**config.mk**
```make
export PLATFORM = sky130hd
export DESIGN_NAME = sign_extender_flat
export DESIGN_NICKNAME = d
export VERILOG_FILES = /design/src/rtl/sign_extender_if.sv /design/src/rtl/sign_extender.sv /design/src/flat_wrapper.sv
export SDC_FILE = /design/constraint.sdc
export NUM_CORES = 1
export LEC_CHECK = 0
export CAP_MARGIN = 20
export CORE_UTILIZATION = 37
export DETAILED_ROUTE_END_ITERATION = 8
export PLACE_DENSITY_LB_ADDON = 0.25
export SLEW_MARGIN = 20
export SYNTH_ARGS = -nofsm -noshare
export SYNTH_HDL_FRONTEND = slang
export SYNTH_SLANG_ARGS = --single-unit
```
**constraint.sdc**
```tcl
create_clock -name i_clk -period 5.56 [get_ports i_clk]
set_input_delay 1.112 -clock i_clk [delete_from_list [all_inputs] [get_ports i_clk]]
set_output_delay 1.112 -clock i_clk [all_outputs]
set_load 0.05 [all_outputs]
```
**src/rtl/sign_extender_if.sv**
```systemverilog
// Immediate-extension bus: instruction field and format select in, combinational and
// registered extended immediates out.
interface sign_extender_if;
  logic [25:0] in26;
  logic [1:0]  ctrl;
  logic        en;
  logic [63:0] bus_imm;
  logic [63:0] bus_imm_q;
  logic [1:0]  ctrl_q;

  modport master (
    output in26,
    output ctrl,
    output en,
    input  bus_imm,
    input  bus_imm_q,
    input  ctrl_q
  );

  modport slave (
    input  in26,
    input  ctrl,
    input  en,
    output bus_imm,
    output bus_imm_q,
    output ctrl_q
  );
endinterface

```
**src/rtl/sign_extender.sv**
```systemverilog
// Extends the I/D/B/CB immediate fields of an instruction to 64 bits, with an optional
// registered copy that also records the format it was built from.
module sign_extender (
  input  logic            i_clk,
  input  logic            i_reset,
  sign_extender_if.slave  io_bus
);

  localparam logic [1:0] CtrlI  = 2'b00;
  localparam logic [1:0] CtrlD  = 2'b01;
  localparam logic [1:0] CtrlB  = 2'b10;
  localparam logic [1:0] CtrlCb = 2'b11;

  logic [63:0] w_imm;
  logic [63:0] r_imm_q;
  logic [1:0]  r_ctrl_q;

  // No format is scaled; word-offset shifting belongs to the consumer.
  always_comb begin
    w_imm = 64'h0;
    unique case (io_bus.ctrl)
      CtrlI:  w_imm = {52'h0, io_bus.in26[21:10]};
      CtrlD:  w_imm = {{55{io_bus.in26[20]}}, io_bus.in26[20:12]};
      CtrlB:  w_imm = {{38{io_bus.in26[25]}}, io_bus.in26[25:0]};
      CtrlCb: w_imm = {{45{io_bus.in26[23]}}, io_bus.in26[23:5]};
      default: w_imm = 64'h0;
    endcase
  end

  // Reset wins over a pending load on the same edge.
  always_ff @(posedge i_clk) begin
    if (i_reset) begin
      r_imm_q  <= 64'h0;
      r_ctrl_q <= 2'b00;
    end else if (io_bus.en) begin
      r_imm_q  <= w_imm;
      r_ctrl_q <= io_bus.ctrl;
    end
  end

  assign io_bus.bus_imm   = w_imm;
  assign io_bus.bus_imm_q = r_imm_q;
  assign io_bus.ctrl_q    = r_ctrl_q;

endmodule

```
**src/flat_wrapper.sv**
```systemverilog
// flat-port wrapper written by rule: the top's interface ports become plain ports
module sign_extender_flat 
  (i_clk, i_reset, io_bus_in26, io_bus_ctrl, io_bus_en, io_bus_bus_imm, io_bus_bus_imm_q, io_bus_ctrl_q);
  sign_extender_if io_bus_i ();
  input  logic i_clk;
  input  logic i_reset;
  input wire logic [$bits(io_bus_i.in26)-1:0] io_bus_in26;
  input wire logic [$bits(io_bus_i.ctrl)-1:0] io_bus_ctrl;
  input wire logic [$bits(io_bus_i.en)-1:0] io_bus_en;
  output wire logic [$bits(io_bus_i.bus_imm)-1:0] io_bus_bus_imm;
  output wire logic [$bits(io_bus_i.bus_imm_q)-1:0] io_bus_bus_imm_q;
  output wire logic [$bits(io_bus_i.ctrl_q)-1:0] io_bus_ctrl_q;
  assign io_bus_i.in26 = io_bus_in26;
  assign io_bus_i.ctrl = io_bus_ctrl;
  assign io_bus_i.en = io_bus_en;
  assign io_bus_bus_imm = io_bus_i.bus_imm;
  assign io_bus_bus_imm_q = io_bus_i.bus_imm_q;
  assign io_bus_ctrl_q = io_bus_i.ctrl_q;
  sign_extender u_core (.i_clk(i_clk), .i_reset(i_reset), .io_bus(io_bus_i));
endmodule
```
# Yosys cells after proc, flatten, opt, wreduce, memory -nomap -nowiden
# Index checks and enable logic that the tools add are counted.
# op_classes
eq_ne,3
muxes,1
n_reduce_logical,1
# ops
operator,n
one-hot mux 64 bit (4 select lines),1
equality test 2 bit (second input constant),2
equality test 2 x 1 -> 1 bit (second input constant),1
zero test 2 bit,1
# word_totals
input_bits,31
output_inout_bits,130
regBits,66

# Depth between registers and ports, before layout
# Gate-level depths: netlist of run 1.
# logic_depth
ltp_word,2
mapped_depth,7
ltp_nobuf,3

# Worst setup path before layout of run 1
# Ideal clock, no wire load.
# synth_timing
path_type,input-to-output
start,in io_bus_ctrl[0]
end,out io_bus_bus_imm[26]
slack_ps,1335
t_arrival_ps,3113
t_required_ps,4448
n_path_buf,4
path_stages,7
path_cell_list,buf_6 -> nand2_4 -> or2_1 -> buf_6 -> clkbuf_1 -> nand2_1 -> buf_4
# synth_between
elab_chain_cells,2
word_cells_on_any_way,5
# synth_rtl
item,line_no,source
"start, declared",flat_wrapper.sv:8,input wire logic [$bits(io_bus_i.ctrl)-1:0] io_bus_ctrl;
equality test 2 bit (tied with other cells),sign_extender.sv:21,unique case (io_bus.ctrl)
one-hot mux 64 bit (4 select lines) (*),sign_extender.sv:21,
"end, declared",flat_wrapper.sv:10,output wire logic [$bits(io_bus_i.bus_imm)-1:0] io_bus_bus_imm;
# Every way passes the cells marked *; elsewhere a longest branch is shown, timed or not.

# Final worst setup path of run 1
# layout_timing
start,in io_bus_ctrl[1]
end,out io_bus_bus_imm[19]
# Same word-level chain as after synthesis.

==> results of run 1 <==
-- report_power, final --
part	total, mW	switching, mW	internal, mW	leakage, nW
clock	0.164	0.0679	0.0965	0.0357
combinational	0.507	0.345	0.161	1.06
sequential	0.227	0.0114	0.215	0.232
total	0.898	0.425	0.473	1.33
-- cells in the mapped netlist, types with 3 or more instances --
library cell / instances / area (um^2)
mux4_2: 7 / 158
nor2_1: 27 / 101
dfxtp_1: 28 / 561
mux2i_1: 13 / 130
nor2b_1: 7 / 43.8
a311oi_1: 14 / 123
clkbuf_1: 8 / 30.0
buf_4: 77 / 578
mux2_2: 5 / 56.3
buf_6: 4 / 45.0
o21ai_0: 7 / 35.0
nand2_1: 23 / 86.3
a21oi_1: 3 / 15.0
buf_2: 4 / 20.0
mux4_1: 4 / 105
-- area by class of cell --
cell class,instances,area (um^2)
clock buffer,3,41.3
clock inverter,1,30.0
fill,503,2390
inverter,1,3.75
multi-input combinational,115,893
sequential,28,562
tap,72,90.1
timing repair buffer,165,1530
-- worst max-delay path by stage --
stage / depth (start not counted) / slack, ns / end
3_5_place_dp: 5 / 0.89 / io_bus_bus_imm[19]
5_1_grt: 5 / 0.75 / io_bus_bus_imm[19]
2_1_floorplan: 7 / 1.33 / io_bus_bus_imm[26]
3_3_place_gp: 5 / 0.89 / io_bus_bus_imm[19]
4_1_cts: 5 / 0.89 / io_bus_bus_imm[19]
6_report: 5 / 0.93 / io_bus_bus_imm[19]
-- per-stage QoR --
stage	utilization [%]	hold WS, ns	power (mW)
detailed placement	55.6	0.460	0.741
global route	56.8	0.495	0.930
floorplan	-	0.681	0.631
CTS	56.9	0.477	0.907
global placement	55.6	0.456	0.738
finish	56.8	0.475	0.898
-- worst register-to-register path: cells and delay by family, from the launching register on --
kind               cells  cell delay, ns
AOI/OAI and AO/OA      1            0.25
DFF                    1            0.71
and+or+nand+nor        1            0.08
-- cell families (layout without fill, tap and decap cells) --
family	Yosys count	after routing
buffers and inverters	94	170
AO/OA/AOI/OAI	25	25
multiplexers	29	29
AND/OR/NAND/NOR	61	61
flip-flops	28	28
-- flip-flops by register name, summed over array words and instances, names as in the netlist --
| signal | cells |
|---|---|
| u_core.io_bus.ctrl_q | 2 |
| u_core.io_bus.bus_imm_q | 26 |
-- layer usage --
metal	share of wire, %	vias up	track usage [%]
li1	-	886	-
met1	42	814	21.7
met2	47	98	31.6
met3	9.6	4	4.82
met4	0.84	0	5.47
met5	0	-	0
==> run summary, run 1 <==
Remaining Overflow, GRT: 0
first-pass GRT wire length: 8.63 mm
Synth Area in Simple Gates: 12.3%
commonest non-fill, non-tap cells in the layout: clkdlybuf4s50_1, buf_4, nor2_1, dfxtp_1, nand2_1
worst hold path type: reg2reg
crit-path leading delay family: buffers and inverters
Hold Vio Cnt, Final: 0
CP dominant cell by count: clkdlybuf4s50_1
maximum resistive drop on vdd: 0.151 mV
Post-CTS Setup Bufs: 0
CORE AREA: 5540 um^2
Cell Area, Placed: 3080 um^2
synth unique cells: 21
FMAX: 216 MHz
vias per cell: 4.68
Die Ht: 77.9 um
crit path launch: io_bus_ctrl[1]
largest net degree at the start of global routing: 43
PwrDens: 285 nW/um^2
post-place setup slack: 0.891 ns
proportion of synthesized area in mux cells: 21.1%
gr usage total: 18.2%
worst r2r path cells: 2
DR pass1 iterations: 4
Adder-Cell Fraction of Synth Area: 0%
sequential area share after synthesis: 26.3%
cells after synthesis: 237
worst path buffer plus inverter count: 3
Synth Net Count: 268
largest family of logic cells by synthesized area: buffers and inverters
Synth Cell Area: 2130 um^2
Detailed Place HPWL: 4.21 mm
CTS max path bufs: 2
cts repair resizes: 0
max-slew violations: 0
Leakage: 1.33 nW
Data arrival, critical path: 3.51 ns
# hold bufs at CTS: 0
Post-Layout Cell Count: 385
Final Instance Area: 3150 um^2
YS warnings: 0
Hold EP: u_core.io_bus.ctrl_q[1]
final period utilization: 83.2%
final wirelength: 5.72 mm
Max stage delay on crit path: 0.97 ns
Yosys reg bits: 28
Slowest-stage cell, CP: clkdlybuf4s50_1
cell chosen for the clock root: clkbuf_8
CP Capture Type: output port
Avg Cell Area, Syn: 8.99 um^2
Worst slew margin: 41.1%
status: completed
Antenna Diode Count: 0
WL/cell: 14.8 um
Initial Util: 38.5%
antenna violations before repair: 0
reg-to-reg slack, setup: 4.44 ns
HP Start: u_core.io_bus.ctrl_q[1]
CTS buffer count: 3
Residual DRC: 0
WP data required: 4.45 ns
commonest non-fill, non-tap cell in the layout: clkdlybuf4s50_1
# rows: 27
Crit Path Category: in2out
H-tree depth: 1
RSZ-0062 raised after global routing: no
crit start category: input pin
ys async rst share: 0%
Worst-Margin Slew: 0.884 ns
Nets: 345
width of the die: 77.9 um
CTS tree: yes
maximum fanout along the worst path: 16
final setup fails: 0
sequence of cells on the critical path: clkdlybuf4s50_1, buf_4, o21ai_0, nand2_1, clkdlybuf4s50_1
Synth-to-Final Area Change: 47.8%
setup ws final: 0.935 ns
die area: 6070 um^2
ANT nets after route: 0
worst r2r dst: u_core.io_bus.bus_imm_q[62]
ys flop type: dfxtp_1
number of global-route vias before repair: 1631
post-synthesis xor/xnor area fraction: 0%
placed cells: 381
clk sinks: 28
Max-Cap Viols: 0
Min Clock Period, post-route: 4.63 ns
share of layout cells above drive strength 1: 20.8%
Fin Setup TNS: 0 ns
Post-synth EDFFs: 0
Clock Skew: 0 ns
worst hold stages: 2
DR vias: 1802
RePlAce Congestion: 0.757
I/O pins: 161
Worst-path clk slew: 0.10 ns
PortBufs: 160
worst skew pair latency: 0.28 ns
RR Startpoint: u_core.io_bus.bus_imm_q[62]
Initial DRC Count: 34
complex-gate fraction of the synthesized area: 8.51%
Note: power is estimated with default switching activity, not from simulation.
==> run 2: changes to the inputs <==
Settings changed: CORE_UTILIZATION 37 to 31.
Clock period 5.56 ns to 4.06 ns, I/O delays scaled along.
==> run 2 against run 1 <==
  * The run now ends with DRC left
  * Worst hold slack about the same
  * Routed wire length rose by 5.1%
  * Cell count up 1.6%
  * Clock skew stayed put
  * Highest routed layer unchanged
  * Total power up 51%
  * Die area grew 19%
  * Largest power group unchanged
  * Utilization increased by 1.3 points
  * Sequential share of layout area decreased by 3.0 points
  * First-iteration DRC count rose by 120%
  * Sequential power increased by 37%
==> run summary, run 2 (synthesized netlist as in run 1, its figures left out) <==
Worst slew margin: 41.6%
CTS max path bufs: 2
cell chosen for the clock root: clkbuf_8
Max-Cap Viols: 0
Leakage: 1.57 nW
RePlAce Congestion: 0.747
Detailed Place HPWL: 4.67 mm
commonest non-fill, non-tap cells in the layout: clkdlybuf4s50_1, buf_12, nor2_1, dfxtp_1, nand2_1
WHS: 0.475 ns
number of fill cells: 540
Hold Vio Cnt, Final: 0
worst hold path type: reg2reg
final core utilization: 58.2%
number of global-route vias before repair: 1643
Synth-to-Final Area Change: 77.3%
first-pass GRT wire length: 9.29 mm
post-place setup slack: 0.639 ns
H-tree depth: 1
PwrDens: 360 nW/um^2
CTS buffer count: 3
final setup fails: 0
FMAX: 293 MHz
# rows: 29
# hold bufs at CTS: 0
width of the die: 84.9 um
I/O pins: 161
gr usage total: 16.2%
sequence of cells on the critical path: clkdlybuf4s50_1, buf_4, mux4_1, buf_4
Fin Setup TNS: 0 ns
PortBufs: 160
Sequential Area: 562 um^2
failing checks: DRC
final period utilization: 84.1%
Power, Total: 1.36 mW
DR pass1 iterations: 6
CP dominant cell by count: buf_4
Die Ht: 84.9 um
Slowest-stage cell, CP: clkdlybuf4s50_1
commonest non-fill, non-tap cell in the layout: clkdlybuf4s50_1
vias per cell: 4.74
Nets: 346
area of the multi-input gates: 893 um^2
antenna violations before repair: 0
CP Capture Type: output port
Max stage delay on crit path: 0.70 ns
Residual DRC: 15
Data arrival, critical path: 2.60 ns
largest net degree at the start of global routing: 43
Clock Skew: 0 ns
crit start category: input pin
DR vias: 1854
Initial DRC Count: 75
Initial Util: 32.8%
setup ws final: 0.644 ns
Worst-Margin Slew: 0.876 ns
number of flip-flops in the largest register: 26
RSZ-0062 raised after global routing: no
die area: 7210 um^2
crit-path leading delay family: buffers and inverters
Worst-path clk slew: 0.10 ns
status: finished, violations left
ANT nets after route: 0
Antenna Diode Count: 0
share of layout cells above drive strength 1: 28.7%
worst path buffer plus inverter count: 3
WP data required: 3.25 ns
cts repair resizes: 0
Min Clock Period, post-route: 3.42 ns
maximum fanout along the worst path: 10
max-slew violations: 0
CTS tree: yes
worst skew pair latency: 0.27 ns
maximum resistive drop on vdd: 0.214 mV
CORE AREA: 6490 um^2
clk sinks: 28
Crit Path Category: in2out
Remaining Overflow, GRT: 0
Post-CTS Setup Bufs: 0
WL/cell: 15.4 um
final wirelength: 6.01 mm
-- run 2: cell types whose count changed in the layout (fill, tap and decap cells not counted), sizes merged --
cell / previous run / this run
buf: 47 / 72
clkdlybuf4s50: 118 / 94
-- run 2: path summary, 6_finish.rpt --
check | from | end | slack (ns) | depth (start not counted)
max | io_bus_ctrl[1] | io_bus_bus_imm[9] | 0.64 | 4
min | u_core.io_bus.bus_imm_q[10] | u_core.io_bus.bus_imm_q[10] | 0.48 | 2
max reg2reg | u_core.io_bus.bus_imm_q[62] | u_core.io_bus.bus_imm_q[62] | 2.92 | 2
min reg2reg | u_core.io_bus.bus_imm_q[10] | u_core.io_bus.bus_imm_q[10] | 0.48 | 2
-- run 2: final cells by class --
cell class / instances / area share, %
clock buffer: 3 / 1.09
clock inverter: 1 / 0.795
inverter: 1 / 0.0993
multi-input combinational: 115 / 23.6
sequential: 28 / 14.9
tap: 77 / 2.55
timing repair buffer: 166 / 57.0
-- run 2: per-layer routing --
layer	up-vias	GRT usage, %	routed length [um]
met5	-	0	0
met4	0	4.78	83
met3	6	4.96	582
met2	98	28.8	3040
met1	863	18.7	2300
li1	887	-	-
-- run 2: power by group --
part | total, mW | switching, mW | internal (mW)
clock network | 0.225 | 0.0928 | 0.132
registers | 0.311 | 0.0159 | 0.295
logic | 0.824 | 0.500 | 0.324
-- run 2: worst reg2reg max path, cell delays in order, from the launching register on --
cell and delay, ns:
dfxtp_2 0.72, nor2_1 0.09, a311oi_1 0.25
-- run 2: stage by stage --
| stage | cells | area (um^2) |
|---|---|---|
| 5_1_grt | 391 | 3780 |
| 3_5_place_dp | 387 | 3710 |
| 6_report | 391 | 3780 |
| 3_3_place_gp | 387 | 3710 |
| 4_1_cts | 391 | 3780 |
| 2_1_floorplan | 237 | 2130 |
